File: src/rtl/division_sequential.sv
// division_sequential: restoring shift-subtract divider, signed or unsigned, one quotient bit per cycle.
// Ports: clock/clear (async active-high reset); start, signed_mode, a, b sampled in IDLE;
//        busy (CALC/SIGN), done (one-cycle DONE pulse), z = {remainder, quotient},
//        div_by_zero and overflow flags describing the current z.
module division_sequential #(
    parameter int WIDTH          = 32,
    parameter bit SIGNED_DEFAULT = 1'b1
) (
    input  logic                 clock,
    input  logic                 clear,
    input  logic                 start,
    input  logic                 signed_mode,
    input  logic [WIDTH-1:0]     a,
    input  logic [WIDTH-1:0]     b,
    output logic                 busy,
    output logic                 done,
    output logic [2*WIDTH-1:0]   z,
    output logic                 div_by_zero,
    output logic                 overflow
);
    localparam int CW = $clog2(WIDTH);
    typedef enum logic [1:0] {IDLE, CALC, SIGN, DONE} state_t;
    state_t             state_q, state_d;
    logic               mode_q, mode_d, a_neg_q, a_neg_d, b_neg_q, b_neg_d;
    logic [WIDTH-1:0]   rem_q, rem_d, quo_q, quo_d, dvs_q, dvs_d;
    logic [CW-1:0]      cnt_q, cnt_d;
    logic [2*WIDTH-1:0] z_q, z_d;
    logic               dbz_q, dbz_d, ovf_q, ovf_d;
    logic [WIDTH-1:0]   a_mag, b_mag, q_fix, r_fix;
    logic [WIDTH:0]     shifted, diff;
    logic               fits;
    always_comb begin
        a_mag   = (signed_mode && a[WIDTH-1]) ? -a : a;
        b_mag   = (signed_mode && b[WIDTH-1]) ? -b : b;
        // remainder stays below the divisor, so the WIDTH+1-bit shifted value never overflows
        shifted = {rem_q, quo_q[WIDTH-1]};
        fits    = shifted >= {1'b0, dvs_q};
        diff    = shifted - {1'b0, dvs_q};
        q_fix   = (mode_q && (a_neg_q ^ b_neg_q)) ? -quo_q : quo_q;
        r_fix   = (mode_q && a_neg_q) ? -rem_q : rem_q;
        state_d = state_q;
        mode_d  = mode_q;
        a_neg_d = a_neg_q;
        b_neg_d = b_neg_q;
        rem_d   = rem_q;
        quo_d   = quo_q;
        dvs_d   = dvs_q;
        cnt_d   = cnt_q;
        z_d     = z_q;
        dbz_d   = dbz_q;
        ovf_d   = ovf_q;
        case (state_q)
            IDLE: if (start) begin
                mode_d  = signed_mode;
                a_neg_d = signed_mode & a[WIDTH-1];
                b_neg_d = signed_mode & b[WIDTH-1];
                quo_d   = a_mag;
                rem_d   = '0;
                dvs_d   = b_mag;
                cnt_d   = '0;
                if (b == '0) begin
                    state_d = DONE;
                    z_d     = {a, {WIDTH{1'b1}}};
                    dbz_d   = 1'b1;
                    ovf_d   = 1'b0;
                end else begin
                    state_d = CALC;
                end
            end
            CALC: begin
                rem_d   = fits ? diff[WIDTH-1:0] : shifted[WIDTH-1:0];
                quo_d   = {quo_q[WIDTH-2:0], fits};
                cnt_d   = cnt_q + 1'b1;
                state_d = (cnt_q == CW'(WIDTH - 1)) ? SIGN : CALC;
            end
            SIGN: begin
                z_d     = {r_fix, q_fix};
                dbz_d   = 1'b0;
                // most-negative / -1: both magnitudes give quotient 2^(WIDTH-1), which wraps
                ovf_d   = mode_q & a_neg_q & b_neg_q & (dvs_q == WIDTH'(1))
                        & (quo_q == {1'b1, {(WIDTH-1){1'b0}}});
                state_d = DONE;
            end
            default: state_d = IDLE;
        endcase
    end
    always_ff @(posedge clock or posedge clear) begin
        if (clear) begin
            state_q <= IDLE;
            mode_q  <= SIGNED_DEFAULT;
            a_neg_q <= 1'b0;
            b_neg_q <= 1'b0;
            rem_q   <= '0;
            quo_q   <= '0;
            dvs_q   <= '0;
            cnt_q   <= '0;
            z_q     <= '0;
            dbz_q   <= 1'b0;
            ovf_q   <= 1'b0;
        end else begin
            state_q <= state_d;
            mode_q  <= mode_d;
            a_neg_q <= a_neg_d;
            b_neg_q <= b_neg_d;
            rem_q   <= rem_d;
            quo_q   <= quo_d;
            dvs_q   <= dvs_d;
            cnt_q   <= cnt_d;
            z_q     <= z_d;
            dbz_q   <= dbz_d;
            ovf_q   <= ovf_d;
        end
    end
    assign busy        = (state_q == CALC) || (state_q == SIGN);
    assign done        = state_q == DONE;
    assign z           = z_q;
    assign div_by_zero = dbz_q;
    assign overflow    = ovf_q;
endmodule

File: config.mk
export PLATFORM = sky130hd
export DESIGN_NAME = division_sequential
export DESIGN_NICKNAME = d
export VERILOG_FILES = /design/src/rtl/division_sequential.sv
export SDC_FILE = /design/constraint.sdc
export NUM_CORES = 1
export LEC_CHECK = 0
export CAP_MARGIN = 20
export CORE_ASPECT_RATIO = 1.4
export CORE_MARGIN = 5
export CORE_UTILIZATION = 37
export DETAILED_ROUTE_END_ITERATION = 10
export SYNTH_ARGS = -nofsm -noshare
export SYNTH_HDL_FRONTEND = slang
export SYNTH_SLANG_ARGS = --single-unit
export TNS_END_PERCENT = 30
File: constraint.sdc
create_clock -name clock -period 10.5 [get_ports clock]
set_input_delay 2.1 -clock clock [delete_from_list [all_inputs] [get_ports clock]]
set_output_delay 2.1 -clock clock [all_outputs]
set_load 0.01 [all_outputs]
Word-level counts from Yosys, hierarchy flattened
Cells that the tools add are included.
Widths: inputs -> output; s select.

cells by class
  $add $sub $neg = 6
  magnitude comparators = 1
  equality and inequality tests = 8
  mux-type cells = 24
  bitwise operators = 7
  reduce and logical (&&, ||, !) cells = 12

operators with widths
  operator              number
  $mux 32               7
  $mux 64               2
  $neg 32->32           4
  $pmux 32 s2           2
  $pmux 64 s2           1
  $ge 33x32->1          1
  $eq 32x1->1 const B   1
  $eq 32x32->1 const B  1
  $logic_not 32->1      1
  $sub 32x32->32        1
  $pmux 5 s2            1
  $and 1x1->1           6
  $mux 2                3
  $pmux 2 s3            1
  $add 5x1->5 const B   1
  $eq 5x5->1 const B    1
  $mux 5                1
  $eq 2x2->1 const B    2
  $logic_and 1x1->1     4
  $mux 1                4
  $ne 2x2->1 const B    2
  $pmux 1 s2            2
  $reduce_and 2->1      2
  $reduce_bool 2->1     2
  other kinds (5)       5

storage, ports and cells
  register bits after elaboration = 172
  input bits = 68
  output and inout port bits = 68
  word-level logic and storage cells = 69

Logic depth before layout (Yosys ltp)
  depth after elaboration = 5
  gate-level depth with buffers = 13
  depth with buffers taken out = 12

Least setup slack after synthesis
Ideal clock, no wire load.

  path kind = input to register
  start point = in a[4]
  end point = reg quo_q[28]
  arrival = 3954 ps
  required time = 10372 ps
  path slack = 6418 ps
  stages on the path = 8
  cell sequence = or4_4 -> or4_4 -> and3b_1 -> and2_4 -> nand2_2 -> o31ai_4 -> xor2_1 -> o21ai_1

between the ends
  longest elaborated chain between the ends = 4

RTL lines
  what                  RTL line  RTL
  from (decl)           13        input logic [WIDTH-1:0] a,
  $neg 32->32           33        a_mag = (signed_mode && a[WIDTH-1]) ? -a : a;
  $mux 32               33
  $mux 32               53        IDLE: if (start) begin
  $pmux 32 s2           52        case (state_q)
  to (signal assigned)  106       quo_q <= quo_d;
  to (decl)             25        logic [WIDTH-1:0] rem_q, rem_d, quo_q, quo_d, dvs_q, dvs_d;

Every way passes these cells. The select of a mux whose other input is x is not followed.
A chain may end at the register's enable or synchronous reset.

Worst setup path after layout
  start point = in b[10]
  end point = reg z_q[33], in the netlist z[33]

between the ends
  longest elaborated chain between the ends = 3

RTL lines
  what                        RTL line  RTL
  from (decl)                 14        input logic [WIDTH-1:0] b,
  $logic_not 32->1            61        if (b == '0) begin
  $ne 2x2->1 (no line)        --
  $reduce_and 3->1 (no line)  --
  to (signal assigned)        109       z_q <= z_d;
  to (decl)                   27        logic [2*WIDTH-1:0] z_q, z_d;

Every way passes these cells.

==> impl_metrics.ini <==
[status]
outcome = completed

[timing]
finalCritPeriodShare_pct = 47.5
max_slew_margin_pct = 32.4
rsz0062_at_grt = no
finClkSkew_ps = 9.76
setup_viol = 0
hold_violations = 0
drv_slew = 0
fmax_mhz = 201
period_minus_slack_ps = 4990
tns_ps = 0
max_slew.worst_pin.slew_ps = 1010

[critical_path]
startpoint_type = input pin
r2r_cells = 9
critPathKind = input pin to flop
max_stage_delay_ps = 640
cp_max_fo = 46
critPathCaptureType = flop
path_cells = clkdlybuf4s50_1, or4_1, nor4_4, nand4_1, o22ai_2, buf_4, nand2_1, buf_4, a21oi_1, a221o_1
cp.required_ps = 10880
timing.rr.end = rem_q[22]
crit_arrival_ps = 5370
reg2reg_slack_ps = 6740
reg2reg_from = rem_q[17]
slowest_stage = or4_1
path_common_cell = buf_4

[power_and_ir_drop]
swShare_pct = 46.7
total_power_uw = 4010
max-vdd-ir-drop_mv = 0.125
p_sw_uw = 1870
seqPwrFrac_pct = 28.2
p_int_uw = 2140
p_comb_share_pct = 54.9
clkPwrFrac_pct = 16.9
leakagePower_uw = 0.00559
power_density_nw_per_um2 = 289

[finish]
stdcell_count = 1838
syn_to_final_growth_pct = 19.7
fin_util_pct = 44.9
layout-drive-gt1-share_pct = 5.25
final_nets = 1546
num_antenna_cells = 0
fill_cells = 3037

[logic_synthesis]
ys_warn_count = 0
synth_most_common_cell = dfrtp_1
syn_nets = 1449
synthesis.area_um2 = 11600
synthCells = 1338
synth_commonest_cells = 171 x dfrtp_1, 151 x o21ai_0, 142 x nand2_1, 89 x a21oi_1, 88 x nor2_1
synth-edff-count = 0
ys.flop_type = dfrtp_1
synth_cell_type_count = 71
synthTopCellsByArea = dfrtp_1 37%, o21ai_0 6.5%, xnor2_1 6.3%
synth_seq_cells = 172
yosysTopAreaCellShare_pct = 36.9
yosysTopAreaCell = dfrtp_1
ys_seq_area_share_pct = 37.2
async_reset_ff_share_pct = 100
syn_avg_cell_area_um2 = 8.66

[clocking]
h-tree-depth = 4
clk_pin_slew_ps = 70
cts_root_buffer = clkbuf_16
clock_latency_ps = 450
cts-resized-gates = 0
ctsHoldBuffers = 0
postCtsSetupRepairBufs = 0
cts_made_buffers = 17
cts_tree = built
clk_path_buf_depth = 2
clock_sinks = 172

[floorplan]
start_util_pct = 37.5
die_w_um = 160
io_pins = 136
fp.dieH_um = 219
core_region_area_um2 = 30900
rows = 76
die_area_um2 = 35000

[grt]
overflow = 0
antenna_found_initial = 0
grt_pass1_vias = 9936
grt_usage_pct = 19.7
grt_max_degree = 75
grt_pass1_wl_mm = 55.1

[detailed_routing]
drc = 0
first_pass_iters = 5
drtIter0Drc = 550
via_count = 10208
wl_per_cell_um = 19.0
viasPerCell = 5.55
drt_wl_total_mm = 35.0
ant_nets = 0

[hold_path]
holdCritStartpoint = z[16]
hold_path.class = flop to flop
min_path_cells = 2
min_to = z[16]

[placed_design]
gp_congestion = 0.873
dpl.hpwl_mm = 27.0
port_buffers = 135
dp.cells = 1806

[flow_run]
drv_cap = 0
==> worst max-delay path, delay by kind of cell <==
kind | cells | cell delay [ps]
AO/OA/AOI/OAI | 3 | 480
AND/OR/NAND/NOR | 4 | 1510
buffers and inverters | 3 | 1240
==> registers in the layout (all words and copies together), names as in the netlist <==
| register | flops |
|---|---|
| a_neg_q | 1 |
| overflow | 1 |
| b_neg_q | 1 |
| cnt_q | 5 |
| div_by_zero | 1 |
| dvs_q | 32 |
| mode_q | 1 |
| quo_q | 32 |
| rem_q | 32 |
| z | 64 |
| state_q | 2 |
==> cell usage in the layout (no fill, tap or decap), types with 11 or more instances in the layout <==
cell type / count
a21oi_1: 89
a22oi_1: 40
a31oi_1: 12
clkbuf_16: 17
clkdlybuf4s50_1: 135
dfrtp_1: 171
ha_1: 42
inv_1: 58
mux2i_1: 25
nand2_1: 141
nand2b_1: 13
nand3_1: 14
nand4_1: 15
nor2_1: 87
nor3_1: 24
nor4_1: 19
o21ai_0: 151
o21ai_1: 11
o22a_1: 23
o31ai_1: 26
xnor2_1: 83
xor2_1: 58
==> power by group through the flow <==
stage                     clock (uW)  combinational, uW  sequential [uW]
final                            677               2200             1130
after CTS                        689               2200             1130
after global placement             0               2180             1130
after global routing             712               2440             1160
after detailed placement           0               2190             1140
after floorplan                    0               1710             1040
==> worst max path at each step <==
stage	from	end	slack [ps]	depth (start not counted)
2_1_floorplan	clear	a_neg_q	3740	1
3_3_place_gp	b[10]	z[33]	5150	10
3_5_place_dp	b[10]	z[33]	5050	10
4_1_cts	b[10]	z[33]	5520	10
5_1_grt	b[14]	z[54]	5270	11
6_report	b[10]	z[33]	5510	10
==> routing by layer <==
layer | global-route usage, % | part of all wire (%) | wire [um]
met5 | 0 | 0 | 0
met4 | 5.90 | 2.1 | 743
met1 | 23.4 | 41 | 14500
met2 | 36.7 | 53 | 18400
met3 | 2.80 | 3.8 | 1340
==> cell type report <==
type | instances | area [um2] | share of cell area, %
multi-input combinational | 1040 | 6810 | 49.1
sequential | 172 | 4310 | 31.0
timing repair buffer | 145 | 1430 | 10.3
tap | 390 | 488 | 3.52
clock buffer | 20 | 457 | 3.29
inverter | 59 | 226 | 1.63
clock inverter | 12 | 159 | 1.15
==> logic make-up after synthesis <==
logic type	synth area share [%]
flops	37.2
compound gates	24.5
buf+inv	4.26
fa+ha+maj	4.71
xor+xnor	10.7
mux	2.26
simple gates	16.5
==> through the flow <==
step | setup slack (ps) | hold slack, ps | cell area, um2
after global routing | 5270 | 506 | 13900
after global placement | 5150 | 464 | 13300
after CTS | 5520 | 481 | 13900
after floorplan | 3740 | 458 | 11600
after detailed placement | 5050 | 466 | 13300
final | 5510 | 476 | 13900
No activity file was read; power rests on OpenSTA's default activity.
